## src/rtl/multdiv_pkg.sv

```systemverilog
// Shared definitions for the sequential multiply/divide unit.
//   - FSM state encoding (2 bits, legacy-compatible localparams)
//   - ALU opcode constants for the multiply/divide instructions, so the
//     decoder and this unit agree on a single definition
package multdiv_pkg;

  localparam logic [1:0] ST_IDLE = 2'd0;
  localparam logic [1:0] ST_MUL  = 2'd1;
  localparam logic [1:0] ST_DIV  = 2'd2;
  localparam logic [1:0] ST_DONE = 2'd3;

  localparam logic [4:0] OP_MULT = 5'b00110;
  localparam logic [4:0] OP_DIV  = 5'b00111;

endpackage

```

## src/rtl/multdiv_signfix.sv

```systemverilog
// Conditional two's-complement negation.
// Used both to turn signed operands into magnitudes and to re-apply the
// result sign to a magnitude result.
//   value  : input word
//   negate : 1 -> result = -value, 0 -> result = value
//   result : output word (same width)
module multdiv_signfix #(
  parameter int WIDTH = 32
) (
  input  logic [WIDTH-1:0] value,
  input  logic             negate,
  output logic [WIDTH-1:0] result
);

  assign result = negate ? (~value + WIDTH'(1)) : value;

endmodule

```

## src/rtl/multdiv_seq.sv

```systemverilog
// Sequential signed multiply/divide unit (one bit per cycle).
//   clock / reset_n      : clock, asynchronous active-low reset
//   data_operandA/B      : signed operands, sampled only on the start cycle
//   ctrl_MULT / ctrl_DIV : start pulses (both high together is ignored)
//   data_result          : low WIDTH bits of product / truncated quotient
//   data_exception       : overflow or divide-by-zero
//   data_resultRDY       : one-cycle pulse, result/exception valid that cycle
//   busy                 : operation in flight
//   state_dbg            : current FSM state (multdiv_pkg ST_* encoding)
//
// Handshake: a start is one cycle with exactly one of ctrl_MULT/ctrl_DIV
// high; it is always accepted (aborting any operation in flight) and the
// matching data_resultRDY pulse arrives WIDTH edges after the start edge,
// with no back-pressure. An aborted operation never produces a pulse.
module multdiv_seq
  import multdiv_pkg::*;
#(
  parameter int WIDTH = 32
) (
  input  logic             clock,
  input  logic             reset_n,
  input  logic [WIDTH-1:0] data_operandA,
  input  logic [WIDTH-1:0] data_operandB,
  input  logic             ctrl_MULT,
  input  logic             ctrl_DIV,
  output logic [WIDTH-1:0] data_result,
  output logic             data_exception,
  output logic             data_resultRDY,
  output logic             busy,
  output logic [1:0]       state_dbg
);

  localparam int CNT_W = $clog2(WIDTH) + 1;
  localparam logic [CNT_W-1:0] LAST_CNT = CNT_W'(WIDTH - 1);

  logic [1:0]       state;
  logic [CNT_W-1:0] cnt;
  logic             sign_q;
  logic             div_zero_q;
  // MUL: opnd = |multiplicand|, acc_hi:acc_lo = partial product : multiplier
  // DIV: opnd = |divisor|,      acc_hi:acc_lo = remainder : dividend/quotient
  logic [WIDTH-1:0] opnd;
  logic [WIDTH-1:0] acc_hi;
  logic [WIDTH-1:0] acc_lo;

  logic start_mul;
  logic start_div;
  assign start_mul = ctrl_MULT & ~ctrl_DIV;
  assign start_div = ctrl_DIV & ~ctrl_MULT;

  // Operand magnitudes; the most-negative value maps to 2^(WIDTH-1),
  // which still fits as an unsigned WIDTH-bit number.
  logic [WIDTH-1:0] a_mag;
  logic [WIDTH-1:0] b_mag;
  multdiv_signfix #(.WIDTH(WIDTH)) u_fix_a (
    .value (data_operandA),
    .negate(data_operandA[WIDTH-1]),
    .result(a_mag)
  );
  multdiv_signfix #(.WIDTH(WIDTH)) u_fix_b (
    .value (data_operandB),
    .negate(data_operandB[WIDTH-1]),
    .result(b_mag)
  );

  // Shift-add multiply step.
  logic [WIDTH:0]   mul_sum;
  logic [WIDTH-1:0] mul_hi_n;
  logic [WIDTH-1:0] mul_lo_n;
  assign mul_sum  = {1'b0, acc_hi} + (acc_lo[0] ? {1'b0, opnd} : '0);
  assign mul_hi_n = mul_sum[WIDTH:1];
  assign mul_lo_n = {mul_sum[0], acc_lo[WIDTH-1:1]};

  // Restoring shift-subtract divide step. The remainder stays below the
  // divisor (<= 2^(WIDTH-1)), so dropping acc_hi's MSB on the shift is safe.
  logic [WIDTH-1:0] div_shift;
  logic [WIDTH:0]   div_trial;
  logic [WIDTH-1:0] div_hi_n;
  logic [WIDTH-1:0] div_lo_n;
  assign div_shift = {acc_hi[WIDTH-2:0], acc_lo[WIDTH-1]};
  assign div_trial = {1'b0, div_shift} - {1'b0, opnd};
  assign div_hi_n  = div_trial[WIDTH] ? div_shift : div_trial[WIDTH-1:0];
  assign div_lo_n  = {acc_lo[WIDTH-2:0], ~div_trial[WIDTH]};

  // Final sign correction, done at double width so the MUL overflow test
  // sees the full signed product. The quotient is zero-extended.
  logic [2*WIDTH-1:0] raw_res;
  logic [2*WIDTH-1:0] fixed_res;
  assign raw_res = (state == ST_MUL) ? {mul_hi_n, mul_lo_n}
                                     : {{WIDTH{1'b0}}, div_lo_n};
  multdiv_signfix #(.WIDTH(2 * WIDTH)) u_fix_res (
    .value (raw_res),
    .negate(sign_q),
    .result(fixed_res)
  );

  logic             mul_ovf;
  logic             div_ovf;
  logic [WIDTH-1:0] res_n;
  logic             exc_n;
  // Representable iff the top WIDTH+1 bits are all equal.
  assign mul_ovf = ~((&fixed_res[2*WIDTH-1:WIDTH-1]) |
                     ~(|fixed_res[2*WIDTH-1:WIDTH-1]));
  // Only a positive quotient of magnitude 2^(WIDTH-1) overflows (MIN / -1).
  assign div_ovf = ~sign_q & div_lo_n[WIDTH-1];

  always_comb begin
    res_n = fixed_res[WIDTH-1:0];
    exc_n = mul_ovf;
    if (state == ST_DIV) begin
      res_n = div_zero_q ? '0 : fixed_res[WIDTH-1:0];
      exc_n = div_zero_q | div_ovf;
    end
  end

  always_ff @(posedge clock or negedge reset_n) begin
    if (!reset_n) begin
      state          <= ST_IDLE;
      cnt            <= '0;
      sign_q         <= 1'b0;
      div_zero_q     <= 1'b0;
      opnd           <= '0;
      acc_hi         <= '0;
      acc_lo         <= '0;
      data_result    <= '0;
      data_exception <= 1'b0;
      data_resultRDY <= 1'b0;
    end else begin
      data_resultRDY <= 1'b0;
      if (start_mul || start_div) begin
        // A start always wins, including over the last iteration step.
        state      <= start_mul ? ST_MUL : ST_DIV;
        cnt        <= '0;
        sign_q     <= data_operandA[WIDTH-1] ^ data_operandB[WIDTH-1];
        div_zero_q <= start_div && (data_operandB == '0);
        opnd       <= start_mul ? a_mag : b_mag;
        acc_hi     <= '0;
        acc_lo     <= start_mul ? b_mag : a_mag;
      end else begin
        case (state)
          ST_MUL, ST_DIV: begin
            acc_hi <= (state == ST_MUL) ? mul_hi_n : div_hi_n;
            acc_lo <= (state == ST_MUL) ? mul_lo_n : div_lo_n;
            cnt    <= cnt + CNT_W'(1);
            if (cnt == LAST_CNT) begin
              // Last step: register the corrected result directly.
              state          <= ST_DONE;
              data_result    <= res_n;
              data_exception <= exc_n;
              data_resultRDY <= 1'b1;
            end
          end
          ST_DONE: state <= ST_IDLE;
          default: state <= ST_IDLE;
        endcase
      end
    end
  end

  assign busy      = (state == ST_MUL) || (state == ST_DIV);
  assign state_dbg = state;

endmodule

```

## config.mk

```make
export PLATFORM = sky130hd
export DESIGN_NAME = multdiv_seq
export DESIGN_NICKNAME = d
export VERILOG_FILES = /design/src/rtl/multdiv_pkg.sv /design/src/rtl/multdiv_signfix.sv /design/src/rtl/multdiv_seq.sv
export SDC_FILE = /design/constraint.sdc
export NUM_CORES = 1
export LEC_CHECK = 0
export CAP_MARGIN = 10
export CORE_UTILIZATION = 35
export DETAILED_ROUTE_END_ITERATION = 8
export PLACE_DENSITY = 0.51
export SLEW_MARGIN = 20
export SYNTH_ARGS = -nofsm -noshare
export SYNTH_HDL_FRONTEND = slang
export SYNTH_SLANG_ARGS = --single-unit
```

## constraint.sdc

```tcl
create_clock -name clock -period 5 [get_ports clock]
set_clock_uncertainty 0.1 [all_clocks]
set_input_delay 0.5 -clock clock [delete_from_list [all_inputs] [get_ports clock]]
set_output_delay 0.5 -clock clock [all_outputs]
set_load 0.01 [all_outputs]
```

=== Word level (Yosys, flattened, before mapping) ===
Cells that the tools add are included.

* Equality and inequality tests: 4
* Reductions and logical operators: 9
* Multiplexer cells: 26
* Add/sub/neg operators: 6
* Bitwise logic cells: 16

{| class="wikitable"
|+ Operators with widths
! operator !! count
|-
| two-way mux 32 bit || 14
|-
| two-way mux 64 bit || 2
|-
| adder 32 x 1 -> 32 bit, second input constant || 2
|-
| adder 64 x 1 -> 64 bit, second input constant || 1
|-
| inverter 32 bit || 2
|-
| inverter 64 bit || 1
|-
| adder 32 x 32 -> 33 bit || 1
|-
| AND reduction 33 bit || 1
|-
| OR reduction 33 bit || 1
|-
| subtractor 32 x 32 -> 33 bit || 1
|-
| zero test 32 bit || 1
|-
| two-way mux 6 bit || 2
|-
| two-way mux 2 bit || 4
|-
| inverter 1 bit || 7
|-
| adder 6 x 1 -> 6 bit, second input constant || 1
|-
| equality test 6 x 5 -> 1 bit, second input constant || 1
|-
| two-way mux 1 bit || 4
|-
| AND 1 bit || 3
|-
| inequality test 3 bit, second input constant || 1
|-
| AND reduction 3 bit || 1
|-
| equality test 2 x 1 -> 1 bit, second input constant || 1
|-
| equality test 2 bit, second input constant || 1
|-
| logical OR 1 bit || 2
|-
| bitwise OR 1 bit || 2
|-
| 4 further kinds || 4
|}

* Input bits: 68
* Register bits after elaboration: 140
* Output and inout bits: 37

=== Depth between registers and ports, before layout ===
* Depth after elaboration: 11
* Mapped depth: 25

=== Cells and area by module ===
Synthesis repeated with hierarchy kept, for this count alone.

* Cells, all modules: 1728
* Area, all modules: 14233.7 sq um

{| class="wikitable"
|+ Modules (own cells, without submodules)
! module !! seq. area each (sq um) !! times used !! cells each !! area each (sq um)
|-
| multdiv_seq || 3503.4 || 1 || 1324 || 11030.6
|-
| multdiv_signfix at u_fix_res || 0.0 || 1 || 206 || 1649.1
|-
| multdiv_signfix at u_fix_a ... || 0.0 || 2 || 99 || 777.0
|}

=== Worst setup path after synthesis ===
No wires, ideal clock.

* Kind: register -> register
* Start: register acc_lo[31]
* End: register data_exception
* Arrival time: 5.172 ns
* Path slack: -0.404 ns
* Setup time: 0.132 ns
* Stages on the path, launching flop included: 26
* Path buffers: 0
* Cell sequence: dfrtp_1 -> inv_1 -> ha_1 -> inv_1 -> fa_1 -> a211oi_1 -> o211ai_1 -> and3_1 -> nor3_1 -> nor3_1 -> o22a_1 -> inv_1 -> ha_1 -> nand2_1 -> or4_1 -> nor4_2 -> nand3_1 -> nor3_1 -> nand3_1 -> xnor2_1 -> a21oi_1 -> or3_1 -> nor4_1 -> nand4_1 -> nor3_1 -> a211oi_1

* Longest elaborated chain between the ends: 11
* Elaborated cells on any way between the ends: 12

{| class="wikitable"
|+ RTL lines
! element !! RTL line !! text
|-
| start: declaration || multdiv_seq.sv:44 || <nowiki>logic [WIDTH-1:0] acc_lo;</nowiki>
|-
| start signal: assignment || multdiv_seq.sv:138 || <nowiki>acc_lo <= start_mul ? b_mag : a_mag;</nowiki>
|-
| start signal: assignment || multdiv_seq.sv:143 || <nowiki>acc_lo <= (state == ST_MUL) ? mul_lo_n : div_lo_n;</nowiki>
|-
| subtractor 32 x 32 -> 33 bit || multdiv_seq.sv:81 || <nowiki>assign div_trial = {1'b0, div_shift} - {1'b0, opnd};</nowiki>
|-
| inverter 1 bit || multdiv_seq.sv:83 || <nowiki>assign div_lo_n = {acc_lo[WIDTH-2:0], ~div_trial[WIDTH]};</nowiki>
|-
| two-way mux 64 bit * || multdiv_seq.sv:89 || <nowiki>assign raw_res = (state == ST_MUL) ? {mul_hi_n, mul_lo_n}</nowiki>
|-
| inverter 64 bit * || multdiv_signfix.sv:15 || <nowiki>assign result = negate ? (~value + WIDTH'(1)) : value;</nowiki>
|-
| adder 64 x 1 -> 64 bit * || multdiv_signfix.sv:15 ||
|-
| two-way mux 64 bit * || multdiv_signfix.sv:15 ||
|-
| OR reduction 33 bit || multdiv_seq.sv:103 || <nowiki>~(|fixed_res[2*WIDTH-1:WIDTH-1]));</nowiki>
|-
| inverter 1 bit || multdiv_seq.sv:103 ||
|-
| bitwise OR 1 bit * || multdiv_seq.sv:102 || <nowiki>assign mul_ovf = ~((&fixed_res[2*WIDTH-1:WIDTH-1]) |</nowiki>
|-
| inverter 1 bit * || multdiv_seq.sv:102 ||
|-
| two-way mux 1 bit * || multdiv_seq.sv:110 || <nowiki>if (state == ST_DIV) begin</nowiki>
|-
| end signal: assignment || multdiv_seq.sv:149 || <nowiki>data_exception <= exc_n;</nowiki>
|-
| end: declaration || multdiv_seq.sv:27 || <nowiki>output logic data_exception,</nowiki>
|}

Every way passes the cells marked *; elsewhere a longest branch is shown, timed or not.
A chain may end at the register's enable or synchronous reset.

=== Worst setup path after layout ===
Same ends and word-level chain as after synthesis.

==> impl_results.md <==
* Status: finished with violations
* Failing checks: setup timing
* Synth cell types at 84
* Post-synth top area cell: dfrtp_1
* Ys async rst share at 1.00
* Slew Viols, Final at 0
* CP top delay family: simple AND/OR/NAND/NOR gates
* Synth top area share at 0.242
* Via count of the first global-routing pass at 14500
* Largest net degree at the start of global routing at 104
* Max Cap Viol at 0
* Max FO, Critical Path at 4
* Final WS setup at -0.544 ns
* Worst hold path type: flip-flop to flip-flop
* FILL cells at 4117
* First-pass GRT wire length at 85200 um
* Final WL at 55400 um
* Setup total negative slack at -0.544 ns
* Drt drc at 0
* Period utilisation layout at 1.11
* Fraction of final layout cells sized beyond drive strength 1 at 0.161
* Min-delay src: data_result[31]$_DFFE_PN0P_
* VDD IR-drop max at 204 uV
* Io pins at 105
* Commonest cells post-synth: nand2_1, o21ai_0, dfrtp_1, nor2_1, a21oi_1
* Gr usage total at 0.267
* Die Span X at 205 um
* Power Total at 9.30 mW
* Crit path max-delay cell type: or4_4
* Routed WL per cell at 20.2 um
* CTS Root Cell: clkbuf_16
* Setup Viol. Count Final at 1
* Yosys reg bits at 140
* R2r worst-path depth at 27
* Congestion Overflow GR at 0
* Seq/Total Area, Yosys at 0.242
* Clk_lat worst skew at 0.46 ns
* Input/output buffers at 104
* Effective utilization at floorplan at 0.355
* Top-count cell post-synth: nand2_1
* Actual slew at the worst max-slew pin at 1.03 ns
* Worst path max stage delay at 0.57 ns
* Initial DRC count at 1323
* Reg2reg start: acc_lo[31]$_DFFE_PN0P_
* Total CTS buffers at 17
* Synth Area in XOR/XNOR at 0.0901
* Main synth FF type: dfrtp_1
* Vias at 15400
* Largest family of logic cells by synthesized area: compound AO/OA/AOI/OAI gates
* Hpwl dp at 44100 um
* Synth Area in Compound Gates at 0.276
* Initial antenna violation count at 2
* Die H at 205 um
* WP data required at 5.23 ns
* Most used cell, CP: inv_2
* Avg Cell Area, Syn at 7.41 um^2
* End of the worst hold path: data_result[31]$_DFFE_PN0P_
* Synthesized-area fraction occupied by adder cells at 0.0650
* Multiplexer share of the synthesized area at 0.0369
* Clk sinks at 140
* Clock buffer depth at 2
* Synth area leaders: dfrtp_1, o21ai_0, nand2_1
* Placed cell count at 2709
* Worst setup SP type: flip-flop
* Synth Net Count at 2097
* Fin util at 0.450
* P per Cell Area at 506 nW/um^2
* Nets at 2344
* RSZ-0062 raised after global routing: true
* Initial DRT Pass Iterations at 5
* Worst hold stages at 2
* Non-Filler Instances at 2748
* Post-route minimum period at 5.54 ns
* Leak pwr at 7.90 nW
* Area growth, synth to finish at 26.9%
* Final RePlAce weighted congestion at 0.932
* CTS H-Tree Depth at 4
* Post-synth EDFFs at 0
* Buf/Inv on CP at 5
* Mapped Cells at 1955
* Rows at 74
* Simple-Gate Fraction of Synth Area at 0.239
* YS warnings at 0
* Tightest hold margin at 0.375 ns
* Slew headroom at 0.310
* Via density at 5.60
* Detail Route Antenna Nets at 0
* Crit path DAT at 5.78 ns
* Hold Violations, Final at 0
* Endpoint class of the critical path: flip-flop
* Register-to-register setup slack at -0.54 ns
* Clock tree from TritonCTS: yes
* Worst R2R End: data_exception$_DFFE_PN0P_
* F_max at 180 MHz
* Die area at 42200 um^2
* Clk pin slew, worst setup/hold paths at 0.07 ns
* Synthesized area at 14500 um^2
* Crit path kind: flip-flop to flip-flop
* Core Region at 40800 um^2
## cells by family after synthesis
kind of cell,after synthesis
simple gates,711
fa+ha+maj,74
compound gates,636
mux,52
buf+inv,193
flops,140
xor+xnor,149
## worst reg2reg max path: stages, from the launching register on
cell and delay, ns:
dfrtp_1 0.38, inv_2 0.07, ha_4 0.13, inv_2 0.04, fa_2 0.39, a211oi_2 0.28, o211ai_1 0.17, and3_4 0.22
nor3_4 0.14, nor3_2 0.07, o22a_2 0.25, inv_2 0.09, ha_4 0.13, nand2_2 0.04, or4_4 0.57, nor4_4 0.34
buf_4 0.17, nand3_2 0.12, buf_4 0.19, o41ai_1 0.23, a21oi_1 0.12, o22ai_2 0.19, nand2_1 0.07, nor4_1 0.26
nand3_1 0.16, nor3_1 0.22, and4_1 0.23, a211oi_2 0.07
## flip-flops by register name, summed over array words and instances, names as in the netlist
register	cells
data_resultRDY	1
opnd	32
acc_lo	32
data_exception	1
div_zero_q	1
acc_hi	32
cnt	6
sign_q	1
state_dbg	2
data_result	32
## power breakdown
part	internal [mW]	switching (mW)	leakage [nW]
Combinational	2.58	3.71	5.84
Sequential	1.39	0.291	1.78
Clock	0.766	0.562	0.289
## worst max-delay path by stage
stage | cells past startpoint | to | slack, ns | from
floorplan | 25 | data_exception$_DFFE_PN0P_ | 0.03 | acc_lo[31]$_DFFE_PN0P_
global placement | 25 | data_exception$_DFFE_PN0P_ | -0.32 | acc_lo[31]$_DFFE_PN0P_
detailed placement | 25 | data_exception$_DFFE_PN0P_ | -0.37 | acc_lo[31]$_DFFE_PN0P_
CTS | 25 | data_exception$_DFFE_PN0P_ | -0.25 | acc_lo[31]$_DFFE_PN0P_
global route | 25 | data_exception$_DFFE_PN0P_ | -0.78 | acc_lo[31]$_DFFE_PN0P_
finish | 27 | data_exception$_DFFE_PN0P_ | -0.54 | acc_lo[31]$_DFFE_PN0P_
## placed cells by master, fill, tap and decap left out, types with 50 or more instances in the layout
cell type	instances
nand2_1	259
buf_4	237
o21ai_0	220
dfrtp_1	139
nor2_1	132
a21oi_1	130
clkdlybuf4s50_1	103
xnor2_1	75
xor2_1	73
inv_1	70
ha_1	67
nor3_1	50
## timing repair
action / in CTS / in global routing
gates resized for setup: 6 / 18
endpoints found under the hold margin: 40 / 0
setup buffers: 1 / 4
cloned: 0 / 0
hold buffers: 1 / 0
endpoints found under the setup margin: 1 / 1
pin swaps: 4 / 17
## per-stage QoR
| stage | worst slack [ns] | cell area, um^2 |
|---|---|---|
| 6_report | -0.544 | 18400 |
| 5_1_grt | -0.782 | 18400 |
| 4_1_cts | -0.246 | 18300 |
| 3_5_place_dp | -0.373 | 17600 |
| 3_3_place_gp | -0.315 | 17600 |
| 2_1_floorplan | 0.0252 | 14500 |
## area by class of cell
type	instances	area [um^2]	area share
clock inverter	12	136	0.00742
antenna	1	2.50	0.000136
sequential	140	3500	0.191
timing repair buffer	344	2870	0.156
multi-input combinational	1622	10500	0.569
clock buffer	20	457	0.0248
tap	532	666	0.0362
inverter	77	289	0.0157
## routing by layer
layer,vias up,share of wire,global-route usage
li1,7578,-,-
met4,0,0.023,0.0836
met5,-,0,0
met2,462,0.42,0.384
met3,63,0.056,0.0410
met1,7289,0.50,0.401
Note: power is estimated with default switching activity, not from simulation.
